$ cat config.mk
export PLATFORM = sky130hd
export DESIGN_NAME = mips_test_sequencer
export DESIGN_NICKNAME = d
export VERILOG_FILES = /design/src/rtl/mips_test_sequencer.sv
export SDC_FILE = /design/constraint.sdc
export NUM_CORES = 1
export LEC_CHECK = 0
export BUFFER_PORTS_ARGS = -buffer_cell sky130_fd_sc_hd__buf_4
export CORE_MARGIN = 8
export CORE_UTILIZATION = 49
export DETAILED_ROUTE_END_ITERATION = 6
export PLACE_DENSITY = 0.83
export SYNTH_ARGS = -nofsm -noshare
export SYNTH_HDL_FRONTEND = slang
export SYNTH_SLANG_ARGS = --single-unit
$ cat constraint.sdc
create_clock -name i_clk -period 2.9 [get_ports i_clk]
set_clock_uncertainty 0.2 [all_clocks]
set_input_delay 0.87 -clock i_clk [delete_from_list [all_inputs] [get_ports i_clk]]
set_output_delay 0.87 -clock i_clk [all_outputs]
set_load 0.05 [all_outputs]
$ cat src/rtl/mips_test_sequencer.sv
// Bring-up test sequencer for the pipelined MIPS core: resets the core for each
// program, optionally fires one interrupt, waits for completion and scores the result.
module mips_test_sequencer #(
    parameter int DATA_W     = 32,
    parameter int NUM_TESTS  = 10,
    parameter int IDX_W      = 4,
    parameter int RST_CYCLES = 3,
    parameter int CYC_W      = 16,
    parameter int TIMEOUT    = 4000
) (
    input  logic              i_clk,
    input  logic              i_rst,
    input  logic              i_start,
    input  logic              i_done,
    input  logic [DATA_W-1:0] i_result,
    input  logic [DATA_W-1:0] i_expected,
    input  logic              i_irq_en,
    input  logic [CYC_W-1:0]  i_irq_cycle,
    output logic              o_core_rst_n,
    output logic              o_ext_irq,
    output logic [IDX_W-1:0]  o_test_idx,
    output logic              o_busy,
    output logic              o_run_done,
    output logic              o_all_pass,
    output logic [IDX_W:0]    o_error_count,
    output logic [IDX_W:0]    o_timeout_count,
    output logic              o_fail_valid,
    output logic [IDX_W-1:0]  o_fail_idx
);

    localparam int RST_W = (RST_CYCLES > 1) ? $clog2(RST_CYCLES) : 1;
    localparam logic [RST_W-1:0] RST_LAST = RST_W'(RST_CYCLES - 1);
    localparam logic [CYC_W-1:0] CYC_LAST = CYC_W'(TIMEOUT - 1);
    localparam logic [IDX_W-1:0] IDX_LAST = IDX_W'(NUM_TESTS - 1);
    localparam logic [IDX_W:0]   CNT_MAX  = (IDX_W + 1)'(NUM_TESTS);

    typedef enum logic [2:0] {
        IDLE,
        RESET,
        RUN,
        CHECK,
        NEXT
    } state_t;

    state_t            state;
    state_t            state_next;
    logic [CYC_W-1:0]  cycle_cnt;
    logic [RST_W-1:0]  rst_cnt;
    logic              done_q;
    logic              done_edge;
    logic              timed_out;
    logic              mismatch;
    logic              last_test;

    function automatic logic [IDX_W:0] sat_inc(input logic [IDX_W:0] value);
        return (value == CNT_MAX) ? value : value + (IDX_W + 1)'(1);
    endfunction

    always_ff @(posedge i_clk or posedge i_rst) begin
        if (i_rst) begin
            state <= IDLE;
        end else begin
            state <= state_next;
        end
    end

    // An edge arriving on the final RUN cycle wins over the timeout.
    always_comb begin
        done_edge  = i_done & ~done_q;
        timed_out  = (cycle_cnt == CYC_LAST) & ~done_edge;
        mismatch   = (i_result != i_expected);
        last_test  = (o_test_idx == IDX_LAST);
        state_next = state;
        case (state)
            IDLE:    if (i_start) state_next = RESET;
            RESET:   if (rst_cnt == RST_LAST) state_next = RUN;
            RUN: begin
                if (done_edge) begin
                    state_next = CHECK;
                end else if (timed_out) begin
                    state_next = NEXT;
                end
            end
            CHECK:   state_next = NEXT;
            NEXT:    state_next = last_test ? IDLE : RESET;
            default: state_next = IDLE;
        endcase
    end

    assign o_core_rst_n = (state == RUN) || (state == CHECK) || (state == NEXT);
    assign o_busy       = (state != IDLE);

    always_ff @(posedge i_clk or posedge i_rst) begin
        if (i_rst) begin
            cycle_cnt       <= '0;
            rst_cnt         <= '0;
            done_q          <= 1'b0;
            o_ext_irq       <= 1'b0;
            o_test_idx      <= '0;
            o_run_done      <= 1'b0;
            o_all_pass      <= 1'b0;
            o_error_count   <= '0;
            o_timeout_count <= '0;
            o_fail_valid    <= 1'b0;
            o_fail_idx      <= '0;
        end else begin
            done_q       <= i_done;
            o_ext_irq    <= 1'b0;
            o_run_done   <= 1'b0;
            o_fail_valid <= 1'b0;
            case (state)
                IDLE: begin
                    if (i_start) begin
                        o_error_count   <= '0;
                        o_timeout_count <= '0;
                        o_test_idx      <= '0;
                        o_all_pass      <= 1'b0;
                        rst_cnt         <= '0;
                    end
                end
                RESET: begin
                    cycle_cnt <= '0;
                    rst_cnt   <= rst_cnt + RST_W'(1);
                end
                RUN: begin
                    cycle_cnt <= cycle_cnt + CYC_W'(1);
                    o_ext_irq <= i_irq_en && (cycle_cnt == i_irq_cycle);
                    if (timed_out) begin
                        o_fail_valid    <= 1'b1;
                        o_fail_idx      <= o_test_idx;
                        o_error_count   <= sat_inc(o_error_count);
                        o_timeout_count <= sat_inc(o_timeout_count);
                    end
                end
                CHECK: begin
                    if (mismatch) begin
                        o_fail_valid  <= 1'b1;
                        o_fail_idx    <= o_test_idx;
                        o_error_count <= sat_inc(o_error_count);
                    end
                end
                NEXT: begin
                    rst_cnt <= '0;
                    if (last_test) begin
                        o_run_done <= 1'b1;
                        o_all_pass <= (o_error_count == '0);
                    end else begin
                        o_test_idx <= o_test_idx + IDX_W'(1);
                    end
                end
                default: ;
            endcase
        end
    end

endmodule

== Yosys cells after proc, flatten, opt, wreduce, memory -nomap -nowiden ==
Index checks and enable logic that the tools add are counted.

* $add $sub $neg: 5
* Eq/ne operators: 19
* Multiplexer cells: 32
* Bitwise operators: 4
* Reduce and logical (&&, ||, !) cells: 19

{| class="wikitable"
|+ Operators by type and width
! operator !! count
|-
| 32-bit inequality test || 1
|-
| 16-bit case mux with 2 select lines || 1
|-
| 5-bit 2-to-1 mux || 6
|-
| 16-bit by 1-bit adder with 16-bit output, second input constant || 1
|-
| 16-bit by 12-bit == test with 1-bit output, second input constant || 1
|-
| 16-bit == test || 1
|-
| 4-bit 2-to-1 mux || 4
|-
| 4-bit case mux with 2 select lines || 2
|-
| 3-bit case mux with 5 select lines || 1
|-
| 5-bit case mux with 3 select lines || 1
|-
| 2-bit inequality test, second input constant || 7
|-
| 3-bit 2-to-1 mux || 4
|-
| 3-bit AND reduction || 4
|-
| 5-bit by 1-bit adder with 5-bit output, second input constant || 2
|-
| 5-bit by 4-bit == test with 1-bit output, second input constant || 2
|-
| 5-bit case mux with 2 select lines || 1
|-
| 3-bit nonzero test || 3
|-
| 1-bit 2-to-1 mux || 8
|-
| 4-bit AND reduction || 2
|-
| 2-bit nonzero test || 4
|-
| 3-bit by 2-bit == test with 1-bit output, second input constant || 2
|-
| 2-bit case mux with 3 select lines || 1
|-
| 5-bit logical NOT || 1
|-
| 4-bit by 1-bit adder with 4-bit output, second input constant || 1
|-
| other kinds (14) || 18
|}

* Flip-flop bits (word level): 44
* Bits of input ports: 85
* Output and inout bits: 24
* Logic and storage cells: 91

== Longest topological paths before layout ==
* Depth after elaboration: 7
* Mapped depth: 8
* Depth with buffers taken out: 8

== Worst setup path after synthesis ==
No wires, ideal clock.

* Path type: reg-to-output
* Start point: reg state[2]
* End point: out o_core_rst_n
* Arrival: 1.517 ns
* Data required time: 1.830 ns
* Path slack: 0.313 ns
* Cell stages (with the launch flop): 4
* Path buffers: 1
* Cells stage by stage: dfrtp_1 clkbuf_1 nor3b_1 nand2b_1

* Cells in the longest elaborated chain, start to end: 3
* Elaborated cells between the ends (all ways): 5
* Those cells by class: 3 x eq/ne; 2 x reduce/logical

{| class="wikitable"
|+ RTL lines
! item !! line !! source
|-
| start, declared || 45 || <nowiki>state_t state;</nowiki>
|-
| start signal, assigned || 63 || <nowiki>state <= state_next;</nowiki>
|-
| 3-bit by 2-bit == test with 1-bit output || 90 || <nowiki>assign o_core_rst_n = (state == RUN) || (state == CHECK) || (state == NEXT);</nowiki>
|-
| 1-bit logical OR || 90 ||
|-
| 1-bit logical OR (*) || 90 ||
|-
| end, declared || 19 || <nowiki>output logic o_core_rst_n,</nowiki>
|}

Mark *: on every way between the ends. The rest lies on a longest branch, timed or not.

== Worst setup path in the final report ==
* Start point: reg cycle_cnt[12]
* End point: reg o_timeout_count[4]

* Cells in the longest elaborated chain, start to end: 4

{| class="wikitable"
|+ RTL lines
! item !! line !! source
|-
| start, declared || 47 || <nowiki>logic [CYC_W-1:0] cycle_cnt;</nowiki>
|-
| start signal, assigned || 126 || <nowiki>cycle_cnt <= cycle_cnt + CYC_W'(1);</nowiki>
|-
| 16-bit by 12-bit == test with 1-bit output || 70 || <nowiki>timed_out = (cycle_cnt == CYC_LAST) & ~done_edge;</nowiki>
|-
| 1-bit bitwise AND || 70 ||
|-
| 2-bit inequality test (no source line) || -- ||
|-
| 4-bit AND reduction (no source line) || -- ||
|-
| end signal, assigned || 132 || <nowiki>o_timeout_count <= sat_inc(o_timeout_count);</nowiki>
|-
| end, declared || 26 || <nowiki>output logic [IDX_W:0] o_timeout_count,</nowiki>
|}

Every way passes these cells.
A chain may end at the register's enable or synchronous reset.

==> results.ini <==
[status]
status = completed

[synthesis]
synth_nets = 389
async_reset_ff_share_pct = 100.0
syn_area_sq_mm = 0.002751
syn-mean-instance-area_sq_um = 9.327
yosysSeqAreaShare_pct = 40.02
synth_warnings = 0
synth_cell_types = 46
synth-seq-cells = 44
synthFlopType = dfrtp_1
netlist_instances = 295
synth_edf_count = 0

[pwr]
finalPower_w = 0.002357
leakage_nw = 1.772
powerDensity_mw_per_mm2 = 623.7
irDropWorstVdd_mv = 0.6243

[sta]
drv_slew = 0
finalSetupViolCount = 0
tightest_slew_ns = 0.5699
slew_headroom_pct = 62.00
fmax_mhz = 381.2
fin_crit_sh_pct = 90.46
finalHoldViolations = 0
min_period_ns = 2.623
finalSetupTns_ns = 0
rsz0062_at_grt = no

[clocking]
cts_made_buffers = 5
clockRootBuffer = clkbuf_8
htree_levels = 2
ctsHoldBuffers = 0
clock_sinks = 44
clkTransAtPathRegs_ns = 0.08
clk_latency_ns = 0.29
cts_setup_buffers = 0
cts_buffer_depth = 2
cts_tree = built
post_cts_resized = 0

[setup_path]
cp_max_fo = 7
r2r_slack_ns = 0.28
path_class = register to register
required_ns = 2.92
end_kind = register
crit_path_start_kind = register
cp.arrival_ns = 2.64

[final_layout]
drive_gt1_share_pct = 32.12
final_nets = 504
final_common_cell = buf_4
final_cell_mix = buf_4, xnor2_1, dfrtp_1, nand2_1, nor2_1
diodes = 0
area_growth_syn_to_layout_pct = 37.33

[floorplanning]
ios = 109
start_util_pct = 50.27
fp-row-count = 27
die_x_um = 90.94
die_h_um = 90.94
core_sq_mm = 0.005473
die_area_sq_mm = 0.008269

[routing]
detail_route.wl_per_cell_um = 16.52
top_layer_used = met4
via_count = 2585
wl_met2_um = 4295
ant_nets = 0
finalWirelength_um = 7980
dr.pass1.iters = 4
viasPerCell = 5.352
dr.first_iter.drc_count = 103
drc = 0
wl_met3_um = 266
drt-met1-wl_um = 3238

[placed_design]
place.gp.congestion = 0.8351
hpwl_um = 6493
io_buffers = 108

[grt]
grt_pass1_wl_um = 13170
antenna_found_initial = 0
grt_pass1_vias = 2780
grt_max_degree = 45
grt_overflow = 0
grt_usage_pct = 19.19

[worst_hold_path]
min_path_type = register to register

[flow_run]
cap_violations = 0

-- sequential cells by signal, indices dropped and copies added (netlist names) --
name             flops
o_all_pass           1
o_run_done           1
state                3
o_test_idx           4
rst_cnt              2
o_fail_idx           4
cycle_cnt           16
o_ext_irq            1
o_error_count        5
o_fail_valid         1
o_timeout_count      5
done_q               1
-- through the flow --
step,std cells,hold WS (ns),worst slack (ns),utilization (%),instance area [sq um]
3_5_place_dp,475,0.3043,0.01392,67.28,3682
4_1_cts,483,0.3236,0.2684,69.04,3779
6_report,483,0.3220,0.2767,69.04,3779
3_3_place_gp,475,0.2904,0.1493,67.28,3682
2_1_floorplan,295,0.2723,0.3127,-,2751
5_1_grt,483,0.3384,0.1355,69.04,3779
-- report_power, final --
part / switching, W / internal (W)
clock network: 0.000218 / 0.000195
logic: 0.000719 / 0.000416
registers: 0.000103 / 0.000707
total: 0.00104 / 0.00132
-- synth_stat cells (all sizes together), types with 3 or more instances --
cell type | count | area, sq um
nor2b | 4 | 25.02
nand2 | 29 | 108.9
nand4 | 15 | 93.84
nor3 | 3 | 15.01
and3 | 7 | 43.79
clkbuf | 7 | 26.28
nand2b | 3 | 18.77
mux2 | 4 | 45.04
nor2 | 20 | 75.07
and2 | 3 | 18.77
xnor2 | 45 | 394.1
dfrtp | 44 | 1101
mux2i | 4 | 40.04
o31ai | 4 | 30.03
xor2 | 7 | 61.31
nor4 | 5 | 37.53
a21oi | 7 | 35.03
inv | 10 | 37.54
nand3 | 17 | 90.09
nand4b | 5 | 43.79
o21ai | 16 | 83.83
o211ai | 4 | 30.03
ha | 9 | 112.6
-- path summary, 6_finish.rpt --
kind / startpoint / end / cells past startpoint
worst max-delay path: cycle_cnt[12]$_DFFE_PP0P_ / o_timeout_count[4]$_DFFE_PP0P_ / 6
worst min-delay path: rst_cnt[1]$_DFFE_PP0P_ / rst_cnt[1]$_DFFE_PP0P_ / 2
worst max register to register: cycle_cnt[12]$_DFFE_PP0P_ / o_timeout_count[4]$_DFFE_PP0P_ / 6
worst min register to register: rst_cnt[1]$_DFFE_PP0P_ / rst_cnt[1]$_DFFE_PP0P_ / 2
max in group asynchronous: i_rst / cycle_cnt[11]$_DFFE_PP0P_ / 3
min in group asynchronous: i_rst / o_timeout_count[3]$_DFFE_PP0P_ / 3
-- cell type report --
| cell class | instances | area (sq um) |
|---|---|---|
| multi-input combinational | 233 | 1583 |
| clock inverter | 2 | 13.76 |
| fill | 460 | 1694 |
| tap | 72 | 90.09 |
| sequential | 44 | 1101 |
| clock buffer | 6 | 82.58 |
| inverter | 10 | 37.54 |
| timing repair buffer | 116 | 870.8 |
-- kinds of logic after synthesis --
family                   Yosys count  share of synthesized area [%]
flip-flops                        44                          40.02
XOR/XNOR                          52                          16.55
adder cells (fa/ha/maj)            9                          4.093
buffers and inverters             18                          2.456
AO/OA/AOI/OAI                     47                          11.19
AND/OR/NAND/NOR                  117                          22.60
multiplexers                       8                          3.092
-- layer usage --
metal | up-vias | track usage [%]
met3 | 13 | 3.621
met2 | 51 | 35.49
met1 | 1238 | 21.42
met4 | 0 | 6.548
li1 | 1283 | -
met5 | - | 0
-- critical path: stages, from the launching register on --
cell     delay, ns
dfrtp_1       0.46
or4_1         0.55
nor4_2        0.34
a41o_2        0.31
nand3_2       0.11
or4_1         0.48
o21ai_1       0.10
No activity file was read; power rests on OpenSTA's default activity.
